`config.mk`:
```
export PLATFORM = sky130hd
export DESIGN_NAME = regfile_wb_arbiter
export DESIGN_NICKNAME = d
export VERILOG_FILES = /design/src/rtl/cpu_pkg.sv /design/src/rtl/dec.sv /design/src/rtl/mux.sv /design/src/rtl/rr_arbiter.sv /design/src/rtl/regfile_wb_arbiter.sv
export SDC_FILE = /design/constraint.sdc
export NUM_CORES = 1
export LEC_CHECK = 0
export ABC_CLOCK_PERIOD_IN_PS = 8450
export CAP_MARGIN = 15
export CORE_MARGIN = 2
export CORE_UTILIZATION = 45
export DETAILED_ROUTE_END_ITERATION = 6
export GPL_ROUTABILITY_DRIVEN = 0
export PLACE_DENSITY = 0.85
export SYNTH_ARGS = -nofsm -noshare
export SYNTH_HDL_FRONTEND = slang
export SYNTH_SLANG_ARGS = --single-unit
```
`constraint.sdc`:
```
create_clock -name i_clk -period 8.45 [get_ports i_clk]
set_input_delay 1.2675 -clock i_clk [delete_from_list [all_inputs] [get_ports i_clk]]
set_output_delay 1.2675 -clock i_clk [all_outputs]
set_load 0.02 [all_outputs]
```
`src/rtl/cpu_pkg.sv`:
```
`default_nettype none
// ============================================================================
// Module  : cpu_pkg
// Brief   : Shared CPU types: register address type sized from NUM_REGS.
// Revision: 1.0 - initial release
// ============================================================================
`ifndef XLEN
`define XLEN 32
`endif
`ifndef NUM_REGS
`define NUM_REGS 32
`endif

package cpu_pkg;
    localparam int c_reg_aw = $clog2(`NUM_REGS);
    typedef logic [c_reg_aw-1:0] regaddr_t;
endpackage
`default_nettype wire

```
`src/rtl/dec.sv`:
```
`default_nettype none
// ============================================================================
// Module  : dec
// Brief   : Enabled binary-to-one-hot decoder.
// Revision: 1.0 - initial release
// ============================================================================
module dec #(
    parameter int N  = 32,
    parameter int IW = $clog2(N)
) (
    input  logic [IW-1:0] i_idx,
    input  logic          i_en,
    output logic [N-1:0]  o_onehot
);
    always_comb begin
        o_onehot = '0;
        if (i_en) begin
            o_onehot[i_idx] = 1'b1;
        end
    end
endmodule
`default_nettype wire

```
`src/rtl/mux.sv`:
```
`default_nettype none
// ============================================================================
// Module  : mux
// Brief   : N-input W-bit multiplexer selected by binary index.
// Revision: 1.0 - initial release
// ============================================================================
module mux #(
    parameter int N  = 2,
    parameter int W  = 1,
    parameter int SW = $clog2(N)
) (
    input  logic [N-1:0][W-1:0] i_data,
    input  logic [SW-1:0]       i_sel,
    output logic [W-1:0]        o_data
);
    assign o_data = i_data[i_sel];
endmodule
`default_nettype wire

```
`src/rtl/rr_arbiter.sv`:
```
`default_nettype none
// ============================================================================
// Module  : rr_arbiter
// Brief   : Round-robin arbiter; scan starts at ptr, ptr moves past winner.
// Revision: 1.0 - initial release
// ============================================================================
module rr_arbiter #(
    parameter int N = 3
) (
    input  logic                 i_clk,
    input  logic                 i_rst,
    input  logic [N-1:0]         i_req,
    output logic [N-1:0]         o_gnt,
    output logic [$clog2(N)-1:0] o_gnt_idx
);
    localparam int c_iw = $clog2(N);
    localparam int c_sw = c_iw + 1;

    logic [c_iw-1:0] r_ptr;
    logic [c_iw-1:0] w_idx;
    logic            w_any;

    always_comb begin
        logic [c_sw-1:0] w_sum;
        logic [c_iw-1:0] w_cand;
        w_any  = 1'b0;
        w_idx  = '0;
        w_sum  = '0;
        w_cand = '0;
        for (int k = 0; k < N; k++) begin
            w_sum = {1'b0, r_ptr} + c_sw'(k);
            if (w_sum >= c_sw'(N)) begin
                w_sum = w_sum - c_sw'(N);
            end
            w_cand = w_sum[c_iw-1:0];
            if (!w_any && i_req[w_cand]) begin
                w_any = 1'b1;
                w_idx = w_cand;
            end
        end
    end

    // No grant is issued while reset is asserted.
    always_comb begin
        o_gnt = '0;
        if (w_any && !i_rst) begin
            o_gnt[w_idx] = 1'b1;
        end
    end

    assign o_gnt_idx = w_idx;

    always_ff @(posedge i_clk) begin
        if (i_rst) begin
            r_ptr <= '0;
        end else if (w_any) begin
            r_ptr <= (w_idx == c_iw'(N - 1)) ? '0 : w_idx + 1'b1;
        end
    end
endmodule
`default_nettype wire

```
`src/rtl/regfile_wb_arbiter.sv`:
```
`default_nettype none
// ============================================================================
// Module  : regfile_wb_arbiter
// Brief   : Round-robin write-back arbiter with per-register busy scoreboard.
// Revision: 1.0 - initial release
// ============================================================================
module regfile_wb_arbiter
    import cpu_pkg::*;
#(
    parameter int NUM_REQ    = 3,
    parameter int NUM_RPORTS = 2
) (
    input  logic                  i_clk,
    input  logic                  i_rst,
    input  logic [NUM_REQ-1:0]    i_req_valid,
    output logic [NUM_REQ-1:0]    o_req_ready,
    input  regaddr_t              i_req_addr [0:NUM_REQ-1],
    input  logic [`XLEN-1:0]      i_req_data [0:NUM_REQ-1],
    input  logic                  i_issue_valid,
    input  regaddr_t              i_issue_rd,
    output logic                  o_issue_ready,
    input  regaddr_t              i_raddr [0:NUM_RPORTS-1],
    output logic [NUM_RPORTS-1:0] o_raddr_busy,
    output logic                  o_rf_we,
    output regaddr_t              o_rf_waddr,
    output logic [`XLEN-1:0]      o_rf_wdata
);
    localparam int c_gw = $clog2(NUM_REQ);
    localparam int c_aw = $bits(regaddr_t);
    localparam int c_nr = `NUM_REGS;

    logic [NUM_REQ-1:0]              w_gnt;
    logic [c_gw-1:0]                 w_gnt_idx;
    logic                            w_grant;
    logic [NUM_REQ-1:0][c_aw-1:0]    w_addr_flat;
    logic [NUM_REQ-1:0][`XLEN-1:0]   w_data_flat;
    logic [c_aw-1:0]                 w_waddr;
    logic                            w_issue_fire;
    logic [c_nr-1:0]                 w_set;
    logic [c_nr-1:0]                 w_clr;
    logic [c_nr-1:0]                 w_busy_nxt;
    logic [c_nr-1:0]                 r_busy;

    rr_arbiter #(.N(NUM_REQ)) u_arb (
        .i_clk     (i_clk),
        .i_rst     (i_rst),
        .i_req     (i_req_valid),
        .o_gnt     (w_gnt),
        .o_gnt_idx (w_gnt_idx)
    );

    generate
        for (genvar g = 0; g < NUM_REQ; g++) begin : g_pack
            assign w_addr_flat[g] = i_req_addr[g];
            assign w_data_flat[g] = i_req_data[g];
        end
    endgenerate

    mux #(.N(NUM_REQ), .W(c_aw)) u_addr_mux (
        .i_data (w_addr_flat),
        .i_sel  (w_gnt_idx),
        .o_data (w_waddr)
    );

    mux #(.N(NUM_REQ), .W(`XLEN)) u_data_mux (
        .i_data (w_data_flat),
        .i_sel  (w_gnt_idx),
        .o_data (o_rf_wdata)
    );

    assign w_grant     = |w_gnt;
    assign o_req_ready = w_gnt;
    assign o_rf_waddr  = w_waddr;
    // x0 writes are consumed but never reach the register file or scoreboard.
    assign o_rf_we     = w_grant && (w_waddr != '0);

    assign o_issue_ready = !i_rst && !r_busy[i_issue_rd];
    assign w_issue_fire  = i_issue_valid && o_issue_ready && (i_issue_rd != '0);

    dec #(.N(c_nr)) u_set_dec (
        .i_idx    (i_issue_rd),
        .i_en     (w_issue_fire),
        .o_onehot (w_set)
    );

    dec #(.N(c_nr)) u_clr_dec (
        .i_idx    (w_waddr),
        .i_en     (o_rf_we),
        .o_onehot (w_clr)
    );

    // Set is applied after clear so a same-register collision leaves it busy.
    always_comb begin
        w_busy_nxt    = (r_busy & ~w_clr) | w_set;
        w_busy_nxt[0] = 1'b0;
    end

    always_ff @(posedge i_clk) begin
        if (i_rst) begin
            r_busy <= '0;
        end else begin
            r_busy <= w_busy_nxt;
        end
    end

    generate
        for (genvar p = 0; p < NUM_RPORTS; p++) begin : g_rport
            assign o_raddr_busy[p] = r_busy[i_raddr[p]];
        end
    endgenerate
endmodule
`default_nettype wire

```
==> summary.txt <==
Pleak: 1.90 nW
Crit. End Element: primary output
Status: completed
Post-route DRC violation count: 0
P&R area growth vs syn: 53.1%
Port bufs: 175
Crit-path max FO: 41
Simple-Gate Fraction of Synth Area: 26.5%
Post-synth ARST share: 0%
Die Wd: 92.7 um
Worst setup margin: 2.36 ns
Rows: 32
IO Pins: 176
Post-Route Setup TNS: 0 ns
Fraction of layout cells with a size suffix above 1: 10.1%
Slew at the pin closest to its max-slew limit: 1.09 ns
Clock tree buffer depth: 2
Final worst path period share: 72.0%
Count leader, synth: nand2_1
Root buffer cell: clkbuf_8
Antenna diode count: 0
Max-slew violations: 0
Mux cell area share after synthesis: 20.3%
Setup Buffers After CTS: 0
Via count: 4493
Mapped Area: 0.00354 sq mm
Worst EP arrival: 4.82 ns
Area of placed instances: 0.00529 sq mm
Final Cell Area: 0.00542 sq mm
CTS Buf Count: 5
Combinational family with the most area after synthesis: simple AND/OR/NAND/NOR gates
R2r setup slk: 4.60 ns
Synth Area in Compound Gates: 25.5%
FILL cells: 610
Reg area: 661 sq um
Post-CTS resize count: 0
Pre-CTS setup slack: 2.45 ns
Clock sinks: 33
Synth warn: 0
Hold_buf cts: 0
Most used DFF post-synth: dfxtp_1
Worst setup SP type: input pin
Core box area: 0.00769 sq mm
DR WL/cell: 20.4 um
Post-synth cell types: 60
DR iter-0 viols: 483
Critical path type: in -> out
R2r startpoint: u_arb.r_ptr[1]
RSZ-0062 raised after global routing: no
GRT overflow: 0
Critical R2R Capture: r_busy[9]
Fraction of synthesized cell area in xor and xnor cells: 0%
DR vias/cell: 6.27
Tot GR Track Use: 33.3%
Post-synthesis cell count: 462
Synth top area share: 18.7%
WP data required: 7.18 ns
HP Class: reg -> reg
DP Wirelength: 11.4 mm
Mean post-synth cell area: 7.66 sq um
First-pass GRT wire length: 22.4 mm
Most common library cells after synthesis: 90 x nand2_1, 49 x nor2_1, 33 x dfxtp_1
Reg clk slew, reported paths: 0.07 ns
Max cap viols: 0
Pre-Repair DR Iteration Count: 7
P per Cell Area: 357 mW/mm^2
Final wirelength: 14.6 mm
Die area: 0.00859 sq mm
Critical Path Sink: o_rf_we
VDD IR max: 0.419 mV
Initial antenna violation count: 0
Seq/Total Area, Yosys: 18.7%
Clk_lat worst skew: 0.29 ns
Slew HR: 26.9%
Vias in the first global route: 4325
Starting Density: 46.0%
Fmax: 0.164 GHz
H-Tree Depth: 2
Finish-stage setup viols: 0
Nets: 750
Fin. Hold Viols: 0
DRT antenna net count: 0
Die Ht: 92.7 um
Setup crit start: i_req_valid[0]
Post-synth EDFFs: 0
Largest net degree at the start of global routing: 68
Area of the multi-input gates: 0.00262 sq mm
Synth Area in Adders: 1.41%
R2R cell count: 10
Dominant cells by area after synthesis: dfxtp_1 19%, mux4_2 16%, nand2_1 9.6%
Hold Startpoint: r_busy[21]
Clk_skew: 0.00879 ns
Seq cells post-synth: 33
Syn_nets: 598
Minimum clock period: 6.09 ns
Leading area contributor after synthesis: dfxtp_1
CTS tree: done
[kinds of logic after synthesis]
kind of cell	Yosys count
AOI/OAI and AO/OA	119
adders and majority gates	4
buffers and inverters	64
DFF	33
muxes	38
and+or+nand+nor	204
[how the worst min path moves through the flow]
| stage | to | cells past startpoint |
|---|---|---|
| after floorplan | r_busy[4] | 2 |
| after global placement | r_busy[18] | 2 |
| after CTS | r_busy[30] | 2 |
| after detailed placement | r_busy[21] | 2 |
| after global routing | r_busy[30] | 2 |
| final | r_busy[21] | 2 |
[flip-flops by register name, indices dropped and copies added, names as in the netlist]
name,cells
u_arb.r_ptr,2
r_busy,31
[cell usage in the layout, fill, tap and decap left out, drive strengths merged, types with 8 or more instances in the layout]
| master | netlist | routed |
|---|---|---|
| mux2 | 8 | 8 |
| inv | 29 | 29 |
| o21ai | 11 | 11 |
| o32ai | 19 | 19 |
| o311ai | 11 | 11 |
| nand2 | 90 | 90 |
| dfxtp | 33 | 33 |
| nor2 | 49 | 49 |
| a21oi | 10 | 10 |
| mux4 | 25 | 25 |
| clkbuf | 26 | 8 |
| nor4 | 18 | 18 |
| nand3 | 8 | 8 |
| a31oi | 32 | 32 |
| clkdlybuf4s50 | 0 | 175 |
[worst max-delay path, cell delays in order]
cell             delay [ns]
clkdlybuf4s50_1        0.49
mux2_4                 0.32
o311a_4                0.39
a21o_4                 0.36
a2111oi_2              0.46
or2_2                  0.37
clkinv_1               0.30
nor2_1                 0.21
a21oi_1                0.10
clkdlybuf4s50_1        0.54
[per-layer routing]
| metal | part of all wire (%) | vias to the layer above | global-route usage [%] |
|---|---|---|---|
| li1 | - | 2055 | - |
| met1 | 36 | 2042 | 38.8 |
| met2 | 50 | 330 | 59.8 |
| met3 | 9.8 | 66 | 7.49 |
| met4 | 4.5 | 0 | 11.9 |
| met5 | 0 | - | 0 |
[stage by stage]
stage	cells	hold WS (ns)	util [%]	power [mW]
after floorplan	462	0.466	-	1.14
after global placement	708	0.486	68.8	1.73
after detailed placement	708	0.500	68.8	1.76
after CTS	716	0.512	70.4	1.92
after global routing	717	0.534	70.5	2.03
final	717	0.513	70.5	1.93
[power breakdown]
group / leakage [nW] / switching, mW / internal (mW)
logic: 1.58 / 0.970 / 0.634
registers: 0.267 / 0.0105 / 0.164
clock network: 0.0585 / 0.0602 / 0.0962
[area by class of cell]
type / instances / share of cell area (%)
Clock buffer: 7 / 1.59
Clock inverter: 1 / 0.554
Inverter: 30 / 2.08
Multi-Input combinational cell: 365 / 48.3
Sequential cell: 33 / 12.2
Tap cell: 102 / 2.36
Timing Repair Buffer: 179 / 32.9
No activity file was read; power rests on OpenSTA's default activity.
==> patch (same settings) <==
Reset style: asynchronous (`i_rst`), changed in 2 clocked blocks.
--- a/src/rtl/rr_arbiter.sv
+++ b/src/rtl/rr_arbiter.sv
@@ -50,7 +50,7 @@
 
     assign o_gnt_idx = w_idx;
 
-    always_ff @(posedge i_clk) begin
+    always_ff @(posedge i_clk or posedge i_rst) begin
         if (i_rst) begin
             r_ptr <= '0;
         end else if (w_any) begin
--- a/src/rtl/regfile_wb_arbiter.sv
+++ b/src/rtl/regfile_wb_arbiter.sv
@@ -95,7 +95,7 @@
         w_busy_nxt[0] = 1'b0;
     end
 
-    always_ff @(posedge i_clk) begin
+    always_ff @(posedge i_clk or posedge i_rst) begin
         if (i_rst) begin
             r_busy <= '0;
         end else begin
Function: differs if i_rst is asserted again (counterexample within 4 cycles, from zero or initial values and one cycle with i_rst high); with i_rst held inactive, the same outputs for 10 cycles.
==> patch against the unedited design <==
  * Synthesized area decreased by 6.8%
  * Sequential cell count unchanged
  * Clock skew increased by 0.0013 ns
  * Worst hold slack improved by 0.035 ns
  * Final area decreased by 3.9%
  * Routed wire length decreased by 19%
  * Worst setup slack got worse by 0.11 ns
  * Power increased by 7.5%
  * Critical endpoint unchanged
  * Largest cell class unchanged
  * Highest routed layer unchanged
==> patch: results (changes against the unedited design) <==
Finish:
- The relative area of non-clock buffer cells in the final design is 0.341 (+0.0118).
- The layout multi-input combinational cell count is 300 (-18%).
- The fraction of area in multi-input gates came to 0.448 (-0.0353).
- The flip-flop and latch share of the layout cell area is 0.159 (+0.0366).
- The final cell area excluding filler cells is 5210 µm² (-3.9%).
- The number of filler instances in the final layout is 525 (-14%).
- The number of inverters outside the clock class in the layout is 9 (-70%).
- The fraction of layout cells with a size suffix above 1 came to 0.108 (+0.00714).
- The net count of the finished layout came to 663 (-12%).

Route:
- The length of routed met2 wiring is 5890 µm (-19%).
- The sum of routed wire segments on met1 is 4160 µm (-20%).
- The routed wire length came to 11800 µm (-19%).
- The DRC marker count from the first detailed-route iteration is 377 (-22%).

STA:
- The worst hold slack after final layout is 0.548 ns (+0.0352 ns).
- The clock skew after layout is 0.0101 ns (+0.00132 ns).

Synthesis:
- The fraction of synthesized area in multiplexers was 0.320 (+0.116).
- By count the netlist is led by sky130_fd_sc_hd__o21ai_0 (85), sky130_fd_sc_hd__nand2_1 (51), sky130_fd_sc_hd__mux2i_1 (37).
- The async set-or-reset flop fraction in the synthesized netlist is 1.00 (+1.00).
- The number of different library cells in the post-synthesis netlist came to 51 (-15%).
- The synthesized area divided by synthesized cell count is 9.00 µm² (+18%).
- By area the synthesized netlist is led by sky130_fd_sc_hd__dfrtp_1 (25%), sky130_fd_sc_hd__mux4_2 (17%), sky130_fd_sc_hd__o21ai_0 (13%), sky130_fd_sc_hd__mux2i_1 (11%), sky130_fd_sc_hd__nand2_1 (5.8%).
- The share of the yosys chip area belonging to registers came to 0.251 (+0.0638).
- The post-synth net total is 502 (-16%).

Placed design:
- The instance count after placement with tap cells included is 619 (-13%).
- The post-placement cell area came to 5090 µm² (-3.8%).
- The placed wire-length estimate after detailed placement was 9220 µm (-19%).

Power and ir drop:
- The switching share of total power is 0.485 (-0.0525).
- The maximum vdd drop is 0.000237 V (-43%).

Outcome:
- The flow ran to the end, and the final reports show no timing, DRC or antenna violations.

Setup path:
- The endpoint of the worst register-to-register path is r_busy[9].
- The largest driver fanout on the critical path was 38 (-7.3%).
- The worst-case reg-to-reg path depth is 11 (+1).

Global route:
- The via count of the first global-routing pass came to 3643 (-16%).
- The pin count of the biggest net entering global routing came to 72 (+5.9%).
- The total routing usage reported by global routing was 0.301 (-0.0315).
- The wire length of the first global-routing pass is 18200 µm (-19%).
- The met1 usage in global routing was 0.328 (-0.0599).

Hold path:
- The startpoint of the lowest-slack hold path is r_busy[4].
-- patch: worst max path at each step --
stage	from	to	slack, ns
floorplan	i_req_valid[0]	o_rf_we	3.76
global placement	i_req_valid[2]	o_rf_we	2.41
detailed placement	i_req_valid[2]	o_rf_we	2.33
CTS	i_req_valid[2]	o_rf_we	2.30
global route	i_req_valid[2]	o_rf_we	2.19
finish	i_req_valid[2]	o_rf_we	2.26
-- patch: power groups by stage --
stage	sequential, µW	clock, µW	combinational [µW]
final	305	151	1620
after global routing	313	160	1730
after CTS	300	154	1620
after detailed placement	301	0	1610
after global placement	295	0	1590
after floorplan	278	0	1020
-- patch: worst min-delay path, stage by stage, from the launching register on --
cell,delay [ns]
sky130_fd_sc_hd__dfrtp_1,0.38
sky130_fd_sc_hd__o21ai_1,0.08
sky130_fd_sc_hd__o21ai_0,0.06
-- patch: cell families after synthesis --
family / after synthesis
AND/OR/NAND/NOR: 99
buffers and inverters: 33
AO/OA/AOI/OAI: 127
adder cells (fa/ha/maj): 4
multiplexers: 70
flip-flops: 33
